File: src/rtl/clk_rst_pkg.sv
// rtl/clk_rst_pkg.sv - shared FSM encoding, defaults and tick increment helper for clk_rst_gen
package clk_rst_pkg;

  typedef enum logic [1:0] {
    ST_IDLE   = 2'd0,
    ST_FILTER = 2'd1,
    ST_HOLD   = 2'd2,
    ST_RUN    = 2'd3
  } state_t;

  localparam int DEF_LOCK_CYCLES = 1024;
  localparam int DEF_HOLD_CYCLES = 16;

  // Phase increment for a tick of f_tick Hz on an f_clk Hz clock with an acc_w-bit accumulator.
  function automatic longint unsigned tick_inc_for(input longint unsigned f_clk,
                                                   input longint unsigned f_tick,
                                                   input int unsigned acc_w);
    return (f_tick << acc_w) / f_clk;
  endfunction

  localparam longint unsigned UART_16X_115200_AT_48M = tick_inc_for(64'd48_000_000, 64'd1_843_200, 24);

endpackage

File: src/rtl/clk_rst_gen_tick_gen.sv
// rtl/clk_rst_gen_tick_gen.sv - one fractional clock-enable channel built on a phase accumulator
module tick_gen #(
  parameter int ACC_W = 24
) (
  input  logic             clock,
  input  logic             resetn,
  input  logic             enable,
  input  logic [ACC_W-1:0] inc,
  output logic             tick
);

  logic [ACC_W-1:0] acc;
  logic [ACC_W:0]   sum;

  assign sum = {1'b0, acc} + {1'b0, inc};

  // The accumulator is cleared whenever disabled so every run starts from phase 0.
  always_ff @(posedge clock) begin
    if (!resetn || !enable) begin
      acc  <= '0;
      tick <= 1'b0;
    end else begin
      acc  <= sum[ACC_W-1:0];
      tick <= sum[ACC_W];
    end
  end

endmodule

File: src/rtl/clk_rst_gen.sv
// rtl/clk_rst_gen.sv - PLL lock qualification, stretched system reset and fractional tick strobes
module clk_rst_gen
  import clk_rst_pkg::*;
#(
  parameter int                        LOCK_CYCLES = DEF_LOCK_CYCLES,
  parameter int                        HOLD_CYCLES = DEF_HOLD_CYCLES,
  parameter int                        NUM_TICKS   = 2,
  parameter int                        ACC_W       = 24,
  parameter logic [NUM_TICKS*ACC_W-1:0] TICK_INC   = {24'h400000, 24'h800000}
) (
  input  logic                 clock,
  input  logic                 resetn,
  input  logic                 pll_locked,
  output logic                 sys_resetn,
  output logic                 ready,
  output logic [NUM_TICKS-1:0] tick,
  output logic [7:0]           lock_loss_count
);

  localparam int MAX_CYCLES = (LOCK_CYCLES > HOLD_CYCLES) ? LOCK_CYCLES : HOLD_CYCLES;
  localparam int CNT_W      = $clog2(MAX_CYCLES) + 1;
  localparam logic [CNT_W-1:0] LOCK_LAST = CNT_W'(LOCK_CYCLES - 1);
  localparam logic [CNT_W-1:0] HOLD_LAST = CNT_W'(HOLD_CYCLES - 1);

  logic             sync_q;
  logic             lk;
  state_t           state, next_state;
  logic [CNT_W-1:0] cnt, cnt_next;
  logic             count_loss;
  logic             run_q;
  logic             tick_enable;

  always_ff @(posedge clock) begin
    if (!resetn) begin
      sync_q <= 1'b0;
      lk     <= 1'b0;
    end else begin
      sync_q <= pll_locked;
      lk     <= sync_q;
    end
  end

  always_ff @(posedge clock) begin
    if (!resetn) begin
      state           <= ST_IDLE;
      cnt             <= '0;
      run_q           <= 1'b0;
      lock_loss_count <= 8'd0;
    end else begin
      state <= next_state;
      cnt   <= cnt_next;
      run_q <= (state == ST_RUN);
      if (count_loss && lock_loss_count != 8'hFF)
        lock_loss_count <= lock_loss_count + 8'd1;
    end
  end

  // A low lk always wins, so a drop on the final FILTER/HOLD cycle still goes to IDLE.
  always_comb begin
    next_state = state;
    cnt_next   = cnt;
    count_loss = 1'b0;
    case (state)
      ST_IDLE: begin
        if (lk) begin
          next_state = ST_FILTER;
          cnt_next   = '0;
        end
      end
      ST_FILTER: begin
        if (!lk) begin
          next_state = ST_IDLE;
        end else if (cnt == LOCK_LAST) begin
          next_state = ST_HOLD;
          cnt_next   = '0;
        end else begin
          cnt_next = cnt + CNT_W'(1);
        end
      end
      ST_HOLD: begin
        if (!lk) begin
          next_state = ST_IDLE;
        end else if (cnt == HOLD_LAST) begin
          next_state = ST_RUN;
          cnt_next   = '0;
        end else begin
          cnt_next = cnt + CNT_W'(1);
        end
      end
      ST_RUN: begin
        if (!lk) begin
          next_state = ST_IDLE;
          count_loss = 1'b1;
        end
      end
      default: next_state = ST_IDLE;
    endcase
  end

  assign sys_resetn = run_q;
  assign ready      = run_q;

  // Gating on both terms delays the first tick past reset release and kills ticks as soon as RUN is left.
  assign tick_enable = run_q && (state == ST_RUN);

  for (genvar i = 0; i < NUM_TICKS; i++) begin : g_tick
    tick_gen #(
      .ACC_W (ACC_W)
    ) u_tick_gen (
      .clock  (clock),
      .resetn (resetn),
      .enable (tick_enable),
      .inc    (TICK_INC[i*ACC_W +: ACC_W]),
      .tick   (tick[i])
    );
  end

endmodule

File: config.mk
export PLATFORM = sky130hd
export DESIGN_NAME = clk_rst_gen
export DESIGN_NICKNAME = d
export VERILOG_FILES = /design/src/rtl/clk_rst_pkg.sv /design/src/rtl/clk_rst_gen_tick_gen.sv /design/src/rtl/clk_rst_gen.sv
export SDC_FILE = /design/constraint.sdc
export NUM_CORES = 1
export LEC_CHECK = 0
export CAP_MARGIN = 20
export CORE_ASPECT_RATIO = 0.8
export CORE_MARGIN = 5
export CORE_UTILIZATION = 35
export CTS_CLUSTER_DIAMETER = 200
export DETAILED_ROUTE_END_ITERATION = 8
export PLACE_DENSITY = 0.53
export SYNTH_ARGS = -nofsm -noshare
export SYNTH_HDL_FRONTEND = slang
export SYNTH_SLANG_ARGS = --single-unit
File: constraint.sdc
create_clock -name clock -period 2 [get_ports clock]
set_input_delay 0.6 -clock clock [delete_from_list [all_inputs] [get_ports clock]]
set_output_delay 0.6 -clock clock [all_outputs]
set_load 0.02 [all_outputs]
==> summary.txt <==
Setup path
  • Setup CP Type: register to output pin
  • CP endpoint kind: output pin
  • Crit path max-delay family: buffers and inverters
  • Critical path data arrival time: ~1300 ps
  • Reg2reg path depth: 7
  • Worst setup SP type: register
  • Critical-path top delay cell: clkdlybuf4s50_1
  • CP peak stage delay: around 630 ps
  • CP required: about 1400 ps
  • CP Depth: 1
  • Cells along the critical path: clkdlybuf4s50_1
  • Worst Path Buf+Inv: 1
  • Critical Path Fanout Max: 5

Synth
  • Syn avg cell area: slightly below 9 sq um
  • Synth warnings: 0
  • Post-synth EDFFs: 0
  • Unique masters post-synth: 47
  • Register area share after synthesis: a little under two fifths
  • Main area contributors after synthesis: dfxtp_1 38%, ha_1 5.7%, nand2_1 4.1%
  • Synth cell count leaders: 29 x dfxtp_1, 17 x nand2_1, 12 x nor2_1
  • Post-synth top area share: 37.6%
  • Count leader, synth: dfxtp_1
  • Flops & latches, synth: 29
  • Syn Nets: between 150 and 200
  • Post-Syn Instances: around 180
  • Synthesized cell area: approximately 0.0015 sq mm
  • Main flop type after synthesis: dfxtp_1
  • Async SR Flop Fraction: 0%
  • Synth area leader: dfxtp_1

Clock network
  • CTS buffer count: 5
  • CTS tree: done
  • H-tree depth: 2
  • Root Buffer: clkbuf_8
  • Clk buf depth: 2
  • Clk slew on worst S/H paths: 60 ps
  • # clock sinks: 29
  • Clk_lat worst skew: between 200 and 300 ps

Pwr
  • Switching pwr: a little under 300 uW
  • Power per cell area: ~700 mW/mm^2
  • P_int: between 1 and 1.5 mW
  • Switching share of total power: ~22%
  • Clock network power share: between 40% and 50%
  • Final Total Pwr: 1.33 mW
  • LEAKAGE: 0.700 nW
  • VDD IR-drop max: roughly 360 uV
  • Comb pwr share: under 10%
  • Sequential Power Share: about 45%

Timing
  • Fin crit period: about 1900 ps
  • Final period util: 95.8%
  • Final setup vio count: 0
  • Final Hold Vio Count: 0
  • RSZ-0062 raised after global routing: no
  • Fmax: around 520 MHz
  • Clock skew: roughly 7 ps
  • Setup TNS after final layout: 0 ps
  • Worst Tran Pin Value: roughly 450 ps
  • Final Slew Violations: 0
  • Max_slew headroom: 70.1%

Global routing
  • Global route overflow: 0
  • Initial antenna violation count: 0
  • First-pass GRT wire length: ~6100 microns
  • Vias in the first global route: ~1.4k
  • Largest net degree at the start of global routing: 14
  • Total GRT Usage: 12.8%

Final layout
  • Final core occ: 44.8%
  • Finished Cell Area: 0.00190 sq mm
  • Share of cells above drive strength 1: approximately an eighth
  • N_diodes: 0
  • Layout Nets: about 210
  • Layout area overhead: 23.0%

Floorplanning
  • Total die area: 0.00584 sq mm
  • Width of the die: around 84 microns
  • # rows: 21
  • Core Region: about 0.0042 sq mm
  • Initial Util: between 30% and 40%
  • Chip height: ~70 microns
  • I/O Pins: 15

Placed design
  • Port Buf Inserts: 14
  • Post-placement cell area: 0.00177 sq mm
  • GP Congestion: roughly 0.80
  • DPL Wire Length: approximately 2600 microns

Drt
  • Vias per cell: between 5 and 6
  • Router iterations before antenna repair: 4
  • Avg WL per Cell: around 14 microns
  • 1st-iter DRT viols: 84
  • Post-Route WL: between 3000 and 4000 microns
  • Via count: approximately 1.4k
  • ANT nets after route: 0
  • Residual DRC count: 0

Flow run
  • Max_cap viols: 0

Min path
  • Worst Hold Class: register to register
  • Hold path cells: 1

Status
  • Outcome: finished, final reports clean
[logic make-up after synthesis]
kind of cell / share of synthesized area (%)
AND/OR/NAND/NOR: 27.7
AO/OA/AOI/OAI: 20.9
flip-flops: 37.6
buffers and inverters: 5.11
adder cells (fa/ha/maj): 5.68
XOR/XNOR: 1.70
multiplexers: 1.30
[registers in the layout (all words and copies together), names as in the netlist]
| register | flops |
|---|---|
| state | 2 |
| g_tick.u_tick_gen.tick | 2 |
| lk | 1 |
| sync_q | 1 |
| ready | 1 |
| lock_loss_count | 8 |
| cnt | 11 |
| g_tick.u_tick_gen.acc | 3 |
[power by group through the flow]
| stage | Clock [mW] | Sequential, mW | Combinational, mW |
|---|---|---|---|
| 6_report | 0.627 | 0.590 | 0.108 |
| 4_1_cts | 0.651 | 0.590 | 0.107 |
| 5_1_grt | 0.679 | 0.590 | 0.120 |
| 3_5_place_dp | 0 | 0.603 | 0.107 |
| 2_1_floorplan | 0 | 0.601 | 0.0762 |
| 3_3_place_gp | 0 | 0.602 | 0.106 |
[layer usage]
metal | routed length, microns | global-route usage, % | share of wire [%]
met5 | 0 | 0 | 0
met4 | 41 | 5.36 | 1.2
met3 | 131 | 4.16 | 3.7
met2 | 1590 | 19.6 | 45
met1 | 1760 | 16.4 | 50
[through the flow]
step / setup WS [ps] / hold WS (ps) / instances
finish: 83.2 / 409 / 255
CTS: 15.8 / 411 / 255
global route: 29.9 / 444 / 255
floorplan: 231 / 384 / 176
detailed placement: 114 / 402 / 247
global placement: 158 / 396 / 247
[what timing repair did]
| item | 4_1_cts | 5_1_grt |
|---|---|---|
| buffers inserted | 0 | 0 |
| gates resized for setup | 0 | 3 |
| hold buffers | 0 | 0 |
| setup endpoints to repair | 0 | 3 |
[worst paths after layout]
path | slack (ps) | startpoint | end
max | 80 | lock_loss_count[4]$_SDFFE_PN0P_ | lock_loss_count[4]
min | 410 | g_tick[0].u_tick_gen.acc[23]$_SDFF_PP0_ | g_tick[0].u_tick_gen.acc[23]$_SDFF_PP0_
max reg2reg | 240 | state[0]$_SDFFE_PN0P_ | cnt[9]$_SDFFE_PN0P_
min reg2reg | 410 | g_tick[0].u_tick_gen.acc[23]$_SDFF_PP0_ | g_tick[0].u_tick_gen.acc[23]$_SDFF_PP0_
[placed cells by master (no fill, tap or decap), types with 3 or more instances in the layout]
master / n
inv_1: 6
clkdlybuf4s50_1: 12
o21ai_0: 8
nand3_1: 8
nand2_1: 17
ha_1: 6
nor4_1: 7
and2_1: 7
o31ai_1: 4
clkbuf_8: 6
buf_4: 9
dfxtp_1: 29
and3_1: 3
nor2_1: 12
or4_1: 5
nand4_1: 6
a21oi_1: 10
[cell type report]
| cell class | count | area (sq um) |
|---|---|---|
| clock buffer | 6 | 82.6 |
| clock inverter | 2 | 37.5 |
| fill | 397 | 2330 |
| inverter | 7 | 26.3 |
| multi-input combinational | 131 | 886 |
| sequential | 29 | 581 |
| tap | 57 | 71.3 |
| timing repair buffer | 23 | 213 |
(Power assumes the default switching activity.)
